`src/rtl/button_pkg.sv`:
```
// Shared state type, default timings and counter-sizing helpers for the
// button debouncer array and its per-channel logic.
package button_pkg;

  typedef enum logic [1:0] {
    RELEASED  = 2'd0,
    PRESSED   = 2'd1,
    REPEATING = 2'd2
  } btn_state_t;

  localparam int DEF_NUM_BUTTONS        = 4;
  localparam int DEF_DEBOUNCE_CLKS      = 1000000;
  localparam int DEF_HOLD_DELAY_CLKS    = 25000000;
  localparam int DEF_REPEAT_PERIOD_CLKS = 5000000;

  function automatic int max_int(input int a, input int b);
    return (a > b) ? a : b;
  endfunction

  // Bits needed to represent every value in 0..max_count.
  function automatic int cnt_width(input int max_count);
    return (max_count < 1) ? 1 : $clog2(max_count + 1);
  endfunction

  function automatic bit params_valid(input int n, input int d, input int h, input int r);
    return (n >= 1) && (d >= 1) && (h >= 1) && (r >= 1);
  endfunction

endpackage

```
`src/rtl/button_debouncer_channel.sv`:
```
// One button channel: two-flop synchroniser, debounce counter, press/release
// edge pulses and a hold/auto-repeat state machine.
module button_debouncer_channel
  import button_pkg::*;
#(
  parameter int DEBOUNCE_WIDTH_IN_CLOCKS = DEF_DEBOUNCE_CLKS,
  parameter int HOLD_DELAY_CLOCKS        = DEF_HOLD_DELAY_CLKS,
  parameter int REPEAT_PERIOD_CLOCKS     = DEF_REPEAT_PERIOD_CLKS
) (
  input  logic clk,
  input  logic rst,
  input  logic button,
  input  logic repeat_en,
  output logic debounced_button,
  output logic pressed,
  output logic released,
  output logic repeat_tick
);

  localparam int DEB_W  = cnt_width(DEBOUNCE_WIDTH_IN_CLOCKS);
  localparam int HOLD_W = cnt_width(max_int(HOLD_DELAY_CLOCKS, REPEAT_PERIOD_CLOCKS));
  localparam logic [DEB_W-1:0]  DEB_MAX   = DEB_W'(DEBOUNCE_WIDTH_IN_CLOCKS);
  localparam logic [HOLD_W-1:0] HOLD_LAST = HOLD_W'(HOLD_DELAY_CLOCKS - 1);
  localparam logic [HOLD_W-1:0] REP_LAST  = HOLD_W'(REPEAT_PERIOD_CLOCKS - 1);

  logic              sync_p0, sync_p1;
  logic [DEB_W-1:0]  deb_cnt;
  logic              toggle, rise, fall;
  btn_state_t        state, state_nxt;
  logic [HOLD_W-1:0] hold_cnt, hold_cnt_nxt;
  logic              tick_nxt;

  // Stage p0/p1: metastability synchroniser on the raw button level
  always_ff @(posedge clk) begin
    if (rst) begin
      sync_p0 <= 1'b0;
      sync_p1 <= 1'b0;
    end else begin
      sync_p0 <= button;
      sync_p1 <= sync_p0;
    end
  end

  assign toggle = (deb_cnt == DEB_MAX);
  assign rise   = toggle & ~debounced_button;
  assign fall   = toggle & debounced_button;

  // Debounce stage: a full run of mismatching samples flips the level
  always_ff @(posedge clk) begin
    if (rst) begin
      deb_cnt          <= '0;
      debounced_button <= 1'b0;
      pressed          <= 1'b0;
      released         <= 1'b0;
    end else begin
      pressed  <= rise;
      released <= fall;
      if (toggle) begin
        debounced_button <= ~debounced_button;
        deb_cnt          <= '0;
      end else if (sync_p1 != debounced_button) begin
        deb_cnt <= deb_cnt + DEB_W'(1);
      end else begin
        deb_cnt <= '0;
      end
    end
  end

  // Repeat stage: state, hold counter and registered tick
  always_ff @(posedge clk) begin
    if (rst) begin
      state       <= RELEASED;
      hold_cnt    <= '0;
      repeat_tick <= 1'b0;
    end else begin
      state       <= state_nxt;
      hold_cnt    <= hold_cnt_nxt;
      repeat_tick <= tick_nxt;
    end
  end

  // A debounced edge overrides any tick that would otherwise fall due
  always_comb begin
    state_nxt    = state;
    hold_cnt_nxt = hold_cnt;
    tick_nxt     = 1'b0;
    if (fall) begin
      state_nxt    = RELEASED;
      hold_cnt_nxt = '0;
    end else if (rise) begin
      state_nxt    = PRESSED;
      hold_cnt_nxt = '0;
    end else begin
      case (state)
        RELEASED: hold_cnt_nxt = '0;
        PRESSED: begin
          if (!repeat_en) begin
            hold_cnt_nxt = '0;
          end else if (hold_cnt == HOLD_LAST) begin
            tick_nxt     = 1'b1;
            state_nxt    = REPEATING;
            hold_cnt_nxt = '0;
          end else begin
            hold_cnt_nxt = hold_cnt + HOLD_W'(1);
          end
        end
        REPEATING: begin
          if (!repeat_en) begin
            state_nxt    = PRESSED;
            hold_cnt_nxt = '0;
          end else if (hold_cnt == REP_LAST) begin
            tick_nxt     = 1'b1;
            hold_cnt_nxt = '0;
          end else begin
            hold_cnt_nxt = hold_cnt + HOLD_W'(1);
          end
        end
        default: begin
          state_nxt    = RELEASED;
          hold_cnt_nxt = '0;
        end
      endcase
    end
  end

endmodule

```
`src/rtl/button_debouncer_array.sv`:
```
// Array of independent debounced button channels with auto-repeat, plus a
// combined any-button-held flag.
module button_debouncer_array
  import button_pkg::*;
#(
  parameter int NUM_BUTTONS              = DEF_NUM_BUTTONS,
  parameter int DEBOUNCE_WIDTH_IN_CLOCKS = DEF_DEBOUNCE_CLKS,
  parameter int HOLD_DELAY_CLOCKS        = DEF_HOLD_DELAY_CLKS,
  parameter int REPEAT_PERIOD_CLOCKS     = DEF_REPEAT_PERIOD_CLKS
) (
  input  logic                   clk,
  input  logic                   rst,
  input  logic [NUM_BUTTONS-1:0] button,
  input  logic [NUM_BUTTONS-1:0] repeat_en,
  output logic [NUM_BUTTONS-1:0] debounced_button,
  output logic [NUM_BUTTONS-1:0] pressed,
  output logic [NUM_BUTTONS-1:0] released,
  output logic [NUM_BUTTONS-1:0] repeat_tick,
  output logic                   any_pressed
);

  if (!params_valid(NUM_BUTTONS, DEBOUNCE_WIDTH_IN_CLOCKS, HOLD_DELAY_CLOCKS,
                    REPEAT_PERIOD_CLOCKS)) begin : g_param_check
    $error("button_debouncer_array: all parameters must be >= 1");
  end

  for (genvar i = 0; i < NUM_BUTTONS; i++) begin : g_ch
    button_debouncer_channel #(
      .DEBOUNCE_WIDTH_IN_CLOCKS(DEBOUNCE_WIDTH_IN_CLOCKS),
      .HOLD_DELAY_CLOCKS       (HOLD_DELAY_CLOCKS),
      .REPEAT_PERIOD_CLOCKS    (REPEAT_PERIOD_CLOCKS)
    ) u_ch (
      .clk             (clk),
      .rst             (rst),
      .button          (button[i]),
      .repeat_en       (repeat_en[i]),
      .debounced_button(debounced_button[i]),
      .pressed         (pressed[i]),
      .released        (released[i]),
      .repeat_tick     (repeat_tick[i])
    );
  end

  assign any_pressed = |debounced_button;

endmodule

```
`config.mk`:
```
export PLATFORM = sky130hd
export DESIGN_NAME = button_debouncer_array
export DESIGN_NICKNAME = d
export VERILOG_FILES = /design/src/rtl/button_pkg.sv /design/src/rtl/button_debouncer_channel.sv /design/src/rtl/button_debouncer_array.sv
export SDC_FILE = /design/constraint.sdc
export NUM_CORES = 1
export LEC_CHECK = 0
export BUFFER_PORTS_ARGS = -buffer_cell sky130_fd_sc_hd__buf_2
export CORE_AREA = 8 8 206 110
export CTS_CLUSTER_SIZE = 28
export DETAILED_ROUTE_END_ITERATION = 7
export DIE_AREA = 0 0 214 118
export GPL_TIMING_DRIVEN = 0
export PLACE_DENSITY_LB_ADDON = 0.2
export SLEW_MARGIN = 20
export SYNTH_ARGS = -nofsm -noshare
export SYNTH_HDL_FRONTEND = slang
export SYNTH_SLANG_ARGS = --single-unit
export TNS_END_PERCENT = 1
```
`constraint.sdc`:
```
create_clock -name clk -period 3.6 [get_ports clk]
set_input_delay 0.36 -clock clk [delete_from_list [all_inputs] [get_ports clk]]
set_output_delay 0.36 -clock clk [all_outputs]
set_load 0.01 [all_outputs]
```
==> impl_metrics.tcl <==
set metrics [dict create \
    cp_slowest_cell "nor4_1" \
    r2r_slack_ps 1060 \
    ios 27 \
    io_buffers 26 \
    n_fill_cell 1819 \
    drive_gt1_share_pct 9.15 \
    routed.top_layer "met4" \
    cts_setup_buffers 0 \
    cts_root_buffer "clkbuf_16" \
    fp.dieArea_um2 25300 \
    holdPathStages 2 \
    wl_met3_um 924 \
    synth_seq_cells 212 \
    cts.hold.buffers_added 0 \
    cts_num_sinks 212 \
    timing.setup.tns_ps 0 \
    outcome "completed" \
    fmax_mhz 393 \
    setup.worst_path.class "flip-flop to flip-flop" \
    clk_pin_slew_worst_paths_ps 60 \
    synth_area_um2 9690 \
    worstSetupStartpointType "flip-flop" \
    fin_total_pwr_mw 4.52 \
    slowest_delay_ps 670 \
    nNetsFinal 1189 \
    whs_endpoint "g_ch[2].u_ch.sync_p0$_SDFF_PP0_" \
    synth_warnings 0 \
    required_ps 3990 \
    power_density_nw_per_um2 417 \
    ys_seq_area_share_pct 43.8 \
    multi_input_area_um2 5010 \
    start_util_pct 48.8 \
    ant_nets 0 \
    rsz0062_at_grt "no" \
    synth_top_flop_cell "dfxtp_1" \
    hold_viol_final 0 \
    core_um2 19900 \
    antenna_found_initial 0 \
    finish.utilization_pct 54.5 \
    die_h_um 118 \
    grt_pass1_wl_mm 34.7 \
    worstSkewPairLatency_ps 500 \
    vias 7494 \
    post_drt_wl_per_cell_um 14.2 \
    worstPathMaxFanout 10 \
    grt_overflow_total 0 \
    cts_tree "yes" \
    syn_avg_cell_area_um2 8.75 \
    skew_ps 7.67 \
    n_antenna_cell 0 \
    die_w_um 214 \
    relSlewSlack_pct 31.5 \
    cp_cell_sequence "or4b_1 -> nor4_1 -> a31oi_1 -> o21ai_2 -> buf_6 -> nor2_1" \
    endpoint_kind "flip-flop" \
    place_congestion 0.829 \
    cp.arrival_ps 2930 \
    synth-edff-count 0 \
    grt_max_degree 16 \
    worstMarginPinSlew_ps 1020 \
    synth_common_cells "225 x nor2_1, 212 x dfxtp_1, 89 x xnor2_1, 82 x xor2_1, 70 x nand2_1" \
    reg2reg_depth 6 \
    cts_made_buffers 20 \
    maxSlewViolCount 0 \
    hold_class "input pin to flip-flop" \
    finalCriticalPeriod_ps 2540 \
    r2r_end "g_ch[1].u_ch.hold_cnt[9]$_SDFF_PP0_" \
    drt_iter0_drc 453 \
    cts_resized 0 \
    synth_top_area_cell "dfxtp_1" \
    drt-pass1-iter-count 8 \
    drt-total-wl_mm 20.4 \
    async_flop_share_pct 0 \
    yosysMostFrequentCell "nor2_1" \
    grt.total_usage_pct 15.9 \
    hp-start "button[2]" \
    postSynthCellCount 1107 \
    synth_cell_types 54 \
    wl_met1_mm 11.6 \
    p_leak_nw 3.39 \
    ir_drop_uv 278 \
    grt_pass1_vias 6798 \
    rows 37 \
    drcViolationCount 0 \
    dr_wl_met2_mm 7.49 \
    clk_path_buf_depth 3 \
    synth_top_cell_area_share_pct 43.8 \
    cts_max_level 1 \
    dp_hpwl_mm 14.9 \
    fin_crit_sh_pct 70.7 \
    finalSetupViolCount 0 \
    viasPerCell 5.20 \
    syn2layout_area_growth_pct 11.7 \
    seqCellArea_um2 4240 \
    reg2reg_from "g_ch[1].u_ch.hold_cnt[10]$_SDFF_PP0_" \
    synth.area.top_cells "dfxtp_1 44%, nor2_1 8.7%, xnor2_1 8.0%" \
    cap_violations 0 \
    synth_nets 1141 \
]
[through the flow]
step                instance area [um^2]  hold WS (ps)  worst slack [ps]  instances
CTS                                10800          68.8              1060       1442
floorplan                           9690           414              1520       1107
global placement                   10200           418              1130       1406
global route                       10800          76.3               825       1442
finish                             10800          85.7              1060       1442
detailed placement                 10200           423              1080       1406
[per-layer routing]
layer | vias to the layer above | track usage, %
li1 | 3835 | -
met1 | 3497 | 25.2
met2 | 137 | 21.2
met3 | 25 | 3.05
met4 | 0 | 3.69
met5 | - | 0
[logic make-up (layout without fill, tap and decap cells)]
family	after synthesis	count (layout)	share of synthesized area, %
xor gates and xnor gates	171	171	15.5
AOI/OAI and AO/OA	43	43	3.34
adders and majority gates	24	24	3.10
DFF	212	212	43.8
and+or+nand+nor	568	568	29.8
buffers and inverters	89	151	4.53
[worst max-delay path by stage]
stage	startpoint	endpoint	cells after the start
floorplan	g_ch[3].u_ch.hold_cnt[0]$_SDFF_PP0_	g_ch[3].u_ch.hold_cnt[23]$_SDFF_PP0_	8
global placement	g_ch[1].u_ch.hold_cnt[10]$_SDFF_PP0_	g_ch[1].u_ch.hold_cnt[21]$_SDFF_PP0_	6
detailed placement	g_ch[1].u_ch.hold_cnt[10]$_SDFF_PP0_	g_ch[1].u_ch.hold_cnt[18]$_SDFF_PP0_	6
CTS	g_ch[1].u_ch.hold_cnt[10]$_SDFF_PP0_	g_ch[1].u_ch.hold_cnt[9]$_SDFF_PP0_	6
global route	g_ch[1].u_ch.hold_cnt[0]$_SDFF_PP0_	g_ch[1].u_ch.hold_cnt[9]$_SDFF_PP0_	7
finish	g_ch[1].u_ch.hold_cnt[10]$_SDFF_PP0_	g_ch[1].u_ch.hold_cnt[9]$_SDFF_PP0_	6
[layout make-up]
type	instances	area share, %
sequential	212	39.2
clock inverter	9	0.717
multi-input combinational	806	46.3
clock buffer	27	5.34
buffer	39	2.32
tap	273	3.16
timing repair buffer	26	1.20
inverter	50	1.73
[flip-flops by register name (all words and copies together) (netlist names)]
signal	cells
g_ch.u_ch.released	4
g_ch.u_ch.deb_cnt	80
g_ch.u_ch.pressed	4
g_ch.u_ch.repeat_tick	4
g_ch.u_ch.sync_p0	4
g_ch.u_ch.debounced_button	4
g_ch.u_ch.state	8
g_ch.u_ch.hold_cnt	100
g_ch.u_ch.sync_p1	4
[cells in the final DEF, fill, tap and decap left out, types with 5 or more instances in the layout]
| cell | n |
|---|---|
| or4_1 | 9 |
| nand2_1 | 70 |
| nor2_1 | 225 |
| nor4bb_1 | 7 |
| and2_1 | 9 |
| clkinv_2 | 5 |
| xnor2_1 | 89 |
| nor3_1 | 29 |
| nor4_1 | 25 |
| nor3b_1 | 7 |
| or3_1 | 7 |
| and4_1 | 15 |
| a21oi_1 | 7 |
| nor2b_1 | 12 |
| buf_4 | 17 |
| inv_1 | 50 |
| ha_1 | 24 |
| nor4b_1 | 6 |
| clkbuf_1 | 12 |
| dfxtp_1 | 212 |
| and3_1 | 9 |
| clkbuf_16 | 21 |
| o21ai_0 | 10 |
| xor2_1 | 82 |
| nand3_1 | 58 |
| buf_2 | 35 |
| nand4_1 | 52 |
[critical path: cells and delay by family (launching register included)]
family	cells	cell delay, ps
AND/OR/NAND/NOR	3	1250
AO/OA/AOI/OAI	2	620
flip-flops	1	360
buffers and inverters	1	200
[where the power goes]
| part | internal (mW) | switching (mW) | total [mW] |
|---|---|---|---|
| sequential | 2.35 | 0.00291 | 2.35 |
| combinational | 0.0127 | 0.0259 | 0.0386 |
| clock | 1.20 | 0.920 | 2.12 |
Note: power is estimated with default switching activity, not from simulation.
